**config.mk**
```make
export PLATFORM = sky130hd
export DESIGN_NAME = chroni_vram_arbiter_flat
export DESIGN_NICKNAME = d
export VERILOG_FILES = /design/src/rtl/chroni_vram_arbiter_if.sv /design/src/rtl/chroni_vram_arbiter.sv /design/src/flat_wrapper.sv
export SDC_FILE = /design/constraint.sdc
export NUM_CORES = 1
export LEC_CHECK = 0
export ABC_CLOCK_PERIOD_IN_PS = 2740
export BUFFER_PORTS_ARGS = -buffer_cell sky130_fd_sc_hd__buf_2
export CORE_MARGIN = 2
export CORE_UTILIZATION = 44
export DETAILED_ROUTE_END_ITERATION = 8
export PLACE_DENSITY = 0.86
export REMOVE_ABC_BUFFERS = 1
export SYNTH_ARGS = -nofsm -noshare
export SYNTH_HDL_FRONTEND = slang
export SYNTH_SLANG_ARGS = --single-unit
```
**constraint.sdc**
```tcl
create_clock -name vga_clk -period 2.74 [get_ports vga_clk]
set_input_delay 0.137 -clock vga_clk [delete_from_list [all_inputs] [get_ports vga_clk]]
set_output_delay 0.137 -clock vga_clk [all_outputs]
set_load 0.1 [all_outputs]
```
**src/rtl/chroni_vram_arbiter_if.sv**
```systemverilog
// Bus bundle between chroni, the CPU, the VRAM and the arbiter.
// The arbiter takes the slave view; the environment takes the master view.
interface chroni_vram_arbiter_if #(
  parameter int ADDR_W = 21
);
  logic [12:0]       vid_addr;
  logic [7:0]        vid_page;
  logic              vid_rd_req;
  logic              vid_rd_ack;
  logic [7:0]        vid_data;

  logic [ADDR_W-1:0] cpu_addr;
  logic [7:0]        cpu_wdata;
  logic              cpu_we;
  logic              cpu_re;
  logic [7:0]        cpu_rdata;
  logic              cpu_ack;

  logic [ADDR_W-1:0] mem_addr;
  logic [7:0]        mem_wdata;
  logic              mem_we;
  logic              mem_re;
  logic [7:0]        mem_rdata;

  modport slave (
    input  vid_addr, vid_page, vid_rd_req,
    input  cpu_addr, cpu_wdata, cpu_we, cpu_re,
    input  mem_rdata,
    output vid_rd_ack, vid_data, cpu_rdata, cpu_ack,
    output mem_addr, mem_wdata, mem_we, mem_re
  );

  modport master (
    output vid_addr, vid_page, vid_rd_req,
    output cpu_addr, cpu_wdata, cpu_we, cpu_re,
    output mem_rdata,
    input  vid_rd_ack, vid_data, cpu_rdata, cpu_ack,
    input  mem_addr, mem_wdata, mem_we, mem_re
  );
endinterface

```
**src/rtl/chroni_vram_arbiter.sv**
```systemverilog
// Single-port VRAM arbiter: chroni video fetches have priority, and a waiting
// CPU access is forced through after MAX_VID_BURST consecutive video grants.
module chroni_vram_arbiter #(
  parameter int READ_LATENCY  = 1,
  parameter int MAX_VID_BURST = 4,
  parameter int ADDR_W        = 21
) (
  input  logic                 vga_clk,
  input  logic                 reset_n,
  chroni_vram_arbiter_if.slave bus
);
  localparam int               STV_W    = $clog2(MAX_VID_BURST + 1);
  localparam logic [STV_W-1:0] STV_MAX  = STV_W'(MAX_VID_BURST);
  localparam logic [1:0]       LAT_LAST = 2'(READ_LATENCY);

  typedef enum logic [2:0] {
    S_IDLE,
    S_VID_RD,
    S_CPU_RD,
    S_CPU_WR,
    S_ACK
  } state_t;

  state_t            state_q, state_d;
  logic [1:0]        wait_q, wait_d;
  logic [STV_W-1:0]  starve_q, starve_d;
  logic [ADDR_W-1:0] mem_addr_q, mem_addr_d;
  logic [7:0]        mem_wdata_q, mem_wdata_d;
  logic              mem_we_q, mem_we_d;
  logic              mem_re_q, mem_re_d;
  logic              vid_ack_q, vid_ack_d;
  logic              cpu_ack_q, cpu_ack_d;
  logic [7:0]        vid_data_q, vid_data_d;
  logic [7:0]        cpu_rdata_q, cpu_rdata_d;
  logic              cpu_pend;
  logic              vid_win;

  assign cpu_pend = bus.cpu_we | bus.cpu_re;
  assign vid_win  = bus.vid_rd_req & ~(cpu_pend & (starve_q == STV_MAX));

  always_comb begin
    state_d     = state_q;
    wait_d      = wait_q;
    starve_d    = starve_q;
    mem_addr_d  = mem_addr_q;
    mem_wdata_d = mem_wdata_q;
    mem_we_d    = 1'b0;
    mem_re_d    = 1'b0;
    vid_ack_d   = 1'b0;
    cpu_ack_d   = 1'b0;
    vid_data_d  = vid_data_q;
    cpu_rdata_d = cpu_rdata_q;

    case (state_q)
      S_IDLE: begin
        wait_d = '0;
        if (vid_win) begin
          state_d    = S_VID_RD;
          mem_addr_d = ADDR_W'({bus.vid_page, bus.vid_addr});
          mem_re_d   = 1'b1;
          if (!cpu_pend) begin
            starve_d = '0;
          end else if (starve_q != STV_MAX) begin
            starve_d = starve_q + STV_W'(1);
          end
        end else if (cpu_pend) begin
          starve_d   = '0;
          mem_addr_d = bus.cpu_addr;
          // Simultaneous write and read requests are served as a write.
          if (bus.cpu_we) begin
            state_d     = S_CPU_WR;
            mem_wdata_d = bus.cpu_wdata;
            mem_we_d    = 1'b1;
          end else begin
            state_d  = S_CPU_RD;
            mem_re_d = 1'b1;
          end
        end else begin
          starve_d = '0;
        end
      end
      S_VID_RD, S_CPU_RD: begin
        if (wait_q == LAT_LAST) begin
          state_d = S_ACK;
          if (state_q == S_VID_RD) begin
            vid_data_d = bus.mem_rdata;
            vid_ack_d  = 1'b1;
          end else begin
            cpu_rdata_d = bus.mem_rdata;
            cpu_ack_d   = 1'b1;
          end
        end else begin
          wait_d = wait_q + 2'd1;
        end
      end
      S_CPU_WR: begin
        state_d   = S_ACK;
        cpu_ack_d = 1'b1;
      end
      // One dead cycle so a requester can move its address on the ack edge.
      S_ACK:    state_d = S_IDLE;
      default:  state_d = S_IDLE;
    endcase
  end

  always_ff @(posedge vga_clk or negedge reset_n) begin
    if (!reset_n) begin
      state_q     <= S_IDLE;
      wait_q      <= '0;
      starve_q    <= '0;
      mem_addr_q  <= '0;
      mem_wdata_q <= '0;
      mem_we_q    <= 1'b0;
      mem_re_q    <= 1'b0;
      vid_ack_q   <= 1'b0;
      cpu_ack_q   <= 1'b0;
      vid_data_q  <= '0;
      cpu_rdata_q <= '0;
    end else begin
      state_q     <= state_d;
      wait_q      <= wait_d;
      starve_q    <= starve_d;
      mem_addr_q  <= mem_addr_d;
      mem_wdata_q <= mem_wdata_d;
      mem_we_q    <= mem_we_d;
      mem_re_q    <= mem_re_d;
      vid_ack_q   <= vid_ack_d;
      cpu_ack_q   <= cpu_ack_d;
      vid_data_q  <= vid_data_d;
      cpu_rdata_q <= cpu_rdata_d;
    end
  end

  assign bus.mem_addr   = mem_addr_q;
  assign bus.mem_wdata  = mem_wdata_q;
  assign bus.mem_we     = mem_we_q;
  assign bus.mem_re     = mem_re_q;
  assign bus.vid_rd_ack = vid_ack_q;
  assign bus.vid_data   = vid_data_q;
  assign bus.cpu_ack    = cpu_ack_q;
  assign bus.cpu_rdata  = cpu_rdata_q;
endmodule

```
**src/flat_wrapper.sv**
```systemverilog
// flat-port wrapper written by rule: the top's interface ports become plain ports
module chroni_vram_arbiter_flat 
#(
  parameter int READ_LATENCY  = 1,
  parameter int MAX_VID_BURST = 4,
  parameter int ADDR_W        = 21
)
  (vga_clk, reset_n, bus_vid_addr, bus_vid_page, bus_vid_rd_req, bus_cpu_addr, bus_cpu_wdata, bus_cpu_we, bus_cpu_re, bus_mem_rdata, bus_vid_rd_ack, bus_vid_data, bus_cpu_rdata, bus_cpu_ack, bus_mem_addr, bus_mem_wdata, bus_mem_we, bus_mem_re);
  chroni_vram_arbiter_if #(.ADDR_W(ADDR_W)) bus_i ();
  input  logic vga_clk;
  input  logic reset_n;
  input wire logic [$bits(bus_i.vid_addr)-1:0] bus_vid_addr;
  input wire logic [$bits(bus_i.vid_page)-1:0] bus_vid_page;
  input wire logic [$bits(bus_i.vid_rd_req)-1:0] bus_vid_rd_req;
  input wire logic [$bits(bus_i.cpu_addr)-1:0] bus_cpu_addr;
  input wire logic [$bits(bus_i.cpu_wdata)-1:0] bus_cpu_wdata;
  input wire logic [$bits(bus_i.cpu_we)-1:0] bus_cpu_we;
  input wire logic [$bits(bus_i.cpu_re)-1:0] bus_cpu_re;
  input wire logic [$bits(bus_i.mem_rdata)-1:0] bus_mem_rdata;
  output wire logic [$bits(bus_i.vid_rd_ack)-1:0] bus_vid_rd_ack;
  output wire logic [$bits(bus_i.vid_data)-1:0] bus_vid_data;
  output wire logic [$bits(bus_i.cpu_rdata)-1:0] bus_cpu_rdata;
  output wire logic [$bits(bus_i.cpu_ack)-1:0] bus_cpu_ack;
  output wire logic [$bits(bus_i.mem_addr)-1:0] bus_mem_addr;
  output wire logic [$bits(bus_i.mem_wdata)-1:0] bus_mem_wdata;
  output wire logic [$bits(bus_i.mem_we)-1:0] bus_mem_we;
  output wire logic [$bits(bus_i.mem_re)-1:0] bus_mem_re;
  assign bus_i.vid_addr = bus_vid_addr;
  assign bus_i.vid_page = bus_vid_page;
  assign bus_i.vid_rd_req = bus_vid_rd_req;
  assign bus_i.cpu_addr = bus_cpu_addr;
  assign bus_i.cpu_wdata = bus_cpu_wdata;
  assign bus_i.cpu_we = bus_cpu_we;
  assign bus_i.cpu_re = bus_cpu_re;
  assign bus_i.mem_rdata = bus_mem_rdata;
  assign bus_vid_rd_ack = bus_i.vid_rd_ack;
  assign bus_vid_data = bus_i.vid_data;
  assign bus_cpu_rdata = bus_i.cpu_rdata;
  assign bus_cpu_ack = bus_i.cpu_ack;
  assign bus_mem_addr = bus_i.mem_addr;
  assign bus_mem_wdata = bus_i.mem_wdata;
  assign bus_mem_we = bus_i.mem_we;
  assign bus_mem_re = bus_i.mem_re;
  chroni_vram_arbiter #(.READ_LATENCY(READ_LATENCY), .MAX_VID_BURST(MAX_VID_BURST), .ADDR_W(ADDR_W)) u_core (.vga_clk(vga_clk), .reset_n(reset_n), .bus(bus_i));
endmodule
```
* Yosys cells after proc, flatten, opt, wreduce, memory -nomap -nowiden
Index checks and enable logic that the tools add are counted.
Storage, ports and cells: register bits after elaboration 57, input bits 63, logic and storage cells 66
Operators by class: add/subtract/negate cells 2, eq/ne operators 10, multiplexer cells 26, bitwise operators 6, reductions and logical operators 11
Operators with widths (count):
- 21-bit two-way mux | 2
- 3-bit two-way mux | 6
- 1-bit two-way mux | 14
- 3-bit one-hot mux with 3 select lines | 1
- 2-bit AND reduction | 4
- 3-bit by 2-bit equality test with 1-bit output (second input constant) | 2
- 3-bit != test (second input constant) | 2
- 3-bit AND reduction | 2
- 2-bit one-hot mux with 2 select lines | 1
- 4-bit AND reduction | 1
- 2-bit nonzero test | 2
- 3-bit by 1-bit adder with 3-bit output (second input constant) | 1
- 3-bit by 1-bit equality test with 1-bit output (second input constant) | 1
- 3-bit equality test (second input constant) | 1
- 3-bit zero test | 1
- 3-bit by 1-bit != test with 1-bit output (second input constant) | 1
- 1-bit inverter | 3
- 2-bit by 1-bit adder with 2-bit output (second input constant) | 1
- 1-bit AND | 2
- 2-bit by 1-bit equality test with 1-bit output (second input constant) | 1
- 2-bit two-way mux | 1
- 2-bit by 1-bit != test with 1-bit output (second input constant) | 1
- 2-bit != test (second input constant) | 1
- 1-bit one-hot mux with 2 select lines | 1
- 2 further kinds | 2

* Depth between registers and ports, before layout
depth in word-level cells 6, gate-level depth with buffers 8, gate-level depth less buffers 6

* Least setup slack after synthesis
Ideal clock, no wire load.
path kind reg2reg, start point register u_core.starve_q[0], end point register u_core.mem_wdata_q[0], in the netlist u_core.bus.mem_wdata[0], arrival 1.657 ns, data required time 2.614 ns, setup slack 0.957 ns, cell stages (with the launch flop) 9, buffers on the path 2, cell sequence dfrtp_1 inv_1 ha_1 o211ai_1 and2_2 buf_2 nor3b_2 buf_6 mux2_4
Between the ends: word-level cells in the longest chain between the ends 6
Ends and longest elaborated chain:
- from (decl) | line chroni_vram_arbiter.sv:26 | logic [STV_W-1:0] starve_q, starve_d;
- from (signal assigned) | line chroni_vram_arbiter.sv:122 | starve_q <= starve_d;
- 3-bit equality test | line chroni_vram_arbiter.sv:39 | assign vid_win = bus.vid_rd_req & ~(cpu_pend & (starve_q == STV_MAX));
- 1-bit AND | line chroni_vram_arbiter.sv:39
- 1-bit inverter | line chroni_vram_arbiter.sv:39
- 1-bit AND | line chroni_vram_arbiter.sv:39
- 1-bit inverter (no line)
- 4-bit AND reduction (no line)
- to (signal assigned) | line chroni_vram_arbiter.sv:124 | mem_wdata_q <= mem_wdata_d;
- to (decl) | line chroni_vram_arbiter.sv:28 | logic [7:0] mem_wdata_q, mem_wdata_d;
No other way between the ends. A chain may end at the register's enable or synchronous reset.

* Final worst setup path
start point register u_core.starve_q[0], end point register u_core.mem_wdata_q[3], in the netlist u_core.bus.mem_wdata[3]
Same word-level chain as after synthesis.

==> impl_results.md <==
- Status: complete, but fails checks
- Failing checks: hold timing
- Root Buffer: clkbuf_8
- Worst-path cell chain: inv_1 > ha_1 > o211ai_1 > and2_2 > nor3b_2 > buf_4 > mux2_4
- Setup slack, reg-to-reg: roughly 0.74 ns
- Startpoint Class: flip-flop
- Commonest non-fill, non-tap cell in the layout: buf_2
- Fraction of layout cells with a size suffix above 1: a little under half
- Iteration-0 DRC Markers: 86
- Bufs on Longest Clock Path: 2
- Max-slew violation count: 0
- Commonest cells after routing, fill and taps aside: buf_2, dfrtp_1, nand2_1
- Clk_skew: 0.007243 ns
- CP Max Fanout: 23
- Grt total ovfl: 0
- RR Endpoint: u_core.bus.mem_wdata[3]
- Crit path kind: flip-flop to flip-flop
- Post-detail-place hpwl: 4.054 mm
- Top Metal Used: met4
- CTS tree: built
- Hold WC Path Type: input port to async pin
- Post-CTS setup repair buffer count: 0
- WL met2: 2.567 mm
- Final Setup Violations: 0
- CTS buffer count: 9
- MaxCap Viol Count: 0
- Mapped Cells: 230
- Worst skew pair latency: ~0.32 ns
- IO Pins: roughly 110
- Setup ws final: 0.7417 ns
- Via count: 2,017
- Final Hold Viols: 44
- Post-DR vias/cell: just under 5
- Post-cts resize count: 0
- Mapped Avg Cell Area: ~11 µm²
- Vias in the first global route: ~1,800
- Netlist cell types: 26
- Unrepaired setup endpoints after global routing: false
- Final Core Density: between 50% and 60%
- Starting Density: 45.72%
- Worst setup EP type: flip-flop
- Port Buffer Count: 111
- Drt drc: 0
- Final antenna-violating net count: 0
- Slew headroom: 36.13%
- Synth Cell Area: between 2000 and 3000 µm²
- Final nets: between 400 and 500
- Hold_buf cts: 0
- Number of placement rows: 27
- CP max stage delay: between 0.4 and 0.5 ns
- Final Critical Period: roughly 2 ns
- H-Tree Depth: 3
- Met3 Routed Length: between 400 and 500 µm
- Period Utilization, post-route: 72.93%
- GPL Wtd Cong: roughly 0.77
- Drt total wl: about 5.5 mm
- Chip width: about 80 µm
- Core area: ~5500 µm²
- WL/cell: around 13 µm
- FF-to-FF path depth: 7
- Hold_ws: -0.03230 ns
- WP data required: approximately 2.9 ns
- First-pass iteration count of the detailed router: 4
- Ant diodes: 0
- Crit path max-delay cell type: dfrtp_1
- DIE AREA: 6343 µm²
- GRT Util Overall: 17.61%
- Setup TNS: 0 ns
- Worst slack, placed: 0.7457 ns
- Max Fclk: 0.5004 GHz
- DIE HEIGHT: 79.64 µm
- Area growth from synthesis to layout: 28.53%
- CP arrival: between 2 and 2.5 ns
- FF-to-FF Start: u_core.starve_q[0]
- Synth Warn #: 0
- Wl on met1: 2.393 mm
- Non-filler instance count after layout: ~410
- Clk sink count: 57
- Post-synthesis sequential area ratio: 56.66%
- Worst-margin pin slew: between 0.9 and 1 ns
- Initial antenna violation count: 0
- Clk slew on worst S/H paths: approximately 0.060 ns
- First-pass GRT wire length: approximately 8.4 mm
- Largest net degree at the start of global routing: 46
- Placed Cells incl. Taps: roughly 400
- #FFs+latches synth: between 50 and 60
[kinds of logic (layout without fill, tap and decap cells)]
| kind of cell | Yosys count | count (layout) | synth area share [%] |
|---|---|---|---|
| simple gates | 87 | 87 | 15.11 |
| flops | 57 | 57 | 56.66 |
| buf+inv | 20 | 131 | 4.970 |
| mux | 24 | 24 | 11.93 |
| compound gates | 38 | 38 | 9.444 |
| fa+ha+maj | 4 | 4 | 1.889 |
[cell type report]
| class | count | area (µm²) |
|---|---|---|
| fill | 469 | 2271 |
| sequential | 57 | 1426 |
| multi-input combinational | 153 | 965.9 |
| timing repair buffer | 114 | 578.1 |
| clock buffer | 11 | 151.4 |
| tap | 72 | 90.09 |
| inverter | 5 | 18.77 |
| clock inverter | 1 | 5.005 |
[metrics by stage]
step | instance area (µm²) | hold WS (ns)
finish | 3236 | -0.03230
floorplan | 2411 | -0.1586
global placement | 3079 | 0.3303
global route | 3236 | 0.03177
detailed placement | 3079 | 0.3530
CTS | 3236 | 0.007561
[sequential cells by signal, indices dropped and copies added (netlist names)]
name / cells
u_core.wait_q: 2
u_core.bus.mem_re: 1
u_core.bus.cpu_rdata: 8
u_core.bus.mem_addr: 21
u_core.bus.mem_we: 1
u_core.starve_q: 3
u_core.bus.cpu_ack: 1
u_core.bus.vid_data: 8
u_core.bus.mem_wdata: 8
u_core.bus.vid_rd_ack: 1
u_core.state_q: 3
[worst max-delay path, delay by kind of cell, from the launching register on]
| kind | cells | cell delay (ns) |
|---|---|---|
| AOI/OAI and AO/OA | 1 | 0.12 |
| adders and majority gates | 1 | 0.14 |
| buffers and inverters | 2 | 0.30 |
| DFF | 1 | 0.41 |
| muxes | 1 | 0.32 |
| and+or+nand+nor | 2 | 0.59 |
[cells in the mapped netlist]
library cell	count	area share, %
buf_6	6	2.7
dfrtp_1	57	57
nor2_1	27	4.0
nor3_1	3	0.60
and3_2	1	0.30
o22a_1	2	0.70
o31ai_1	1	0.30
nand2b_1	4	0.99
ha_1	3	1.5
mux2_2	16	7.2
a21oi_1	6	1.2
buf_2	4	0.80
clkbuf_1	5	0.75
nor2_4	1	0.45
a211oi_1	1	0.30
or3_4	1	0.45
nand2_1	47	7.0
o21ai_0	4	0.80
o211ai_1	2	0.60
inv_1	5	0.75
a31oi_1	21	5.2
mux2_4	8	4.8
nor3b_2	2	0.99
and2_2	1	0.30
a21o_2	1	0.35
maj3_1	1	0.40
[per-layer routing]
layer,vias to the layer above,GRT usage (%)
met4,0,7.241
met5,-,0
met2,89,29.16
met1,918,22.12
met3,7,4.186
li1,1003,-
[worst max path at each step]
| stage | from | cells past startpoint | slack [ns] | end |
|---|---|---|---|---|
| after global routing | u_core.starve_q[0] | 7 | 0.61 | u_core.bus.mem_wdata[3] |
| final | u_core.starve_q[0] | 7 | 0.74 | u_core.bus.mem_wdata[3] |
| after detailed placement | u_core.starve_q[0] | 7 | 0.75 | u_core.bus.mem_wdata[3] |
| after CTS | u_core.starve_q[0] | 7 | 0.73 | u_core.bus.mem_wdata[3] |
| after floorplan | u_core.starve_q[0] | 6 | 0.62 | u_core.bus.mem_wdata[0] |
| after global placement | u_core.starve_q[0] | 7 | 0.79 | u_core.bus.mem_wdata[6] |
Power is left out: the tool's default activity adds up to more than one toggle a clock period on the data nets, which glitch-free logic cannot reach.
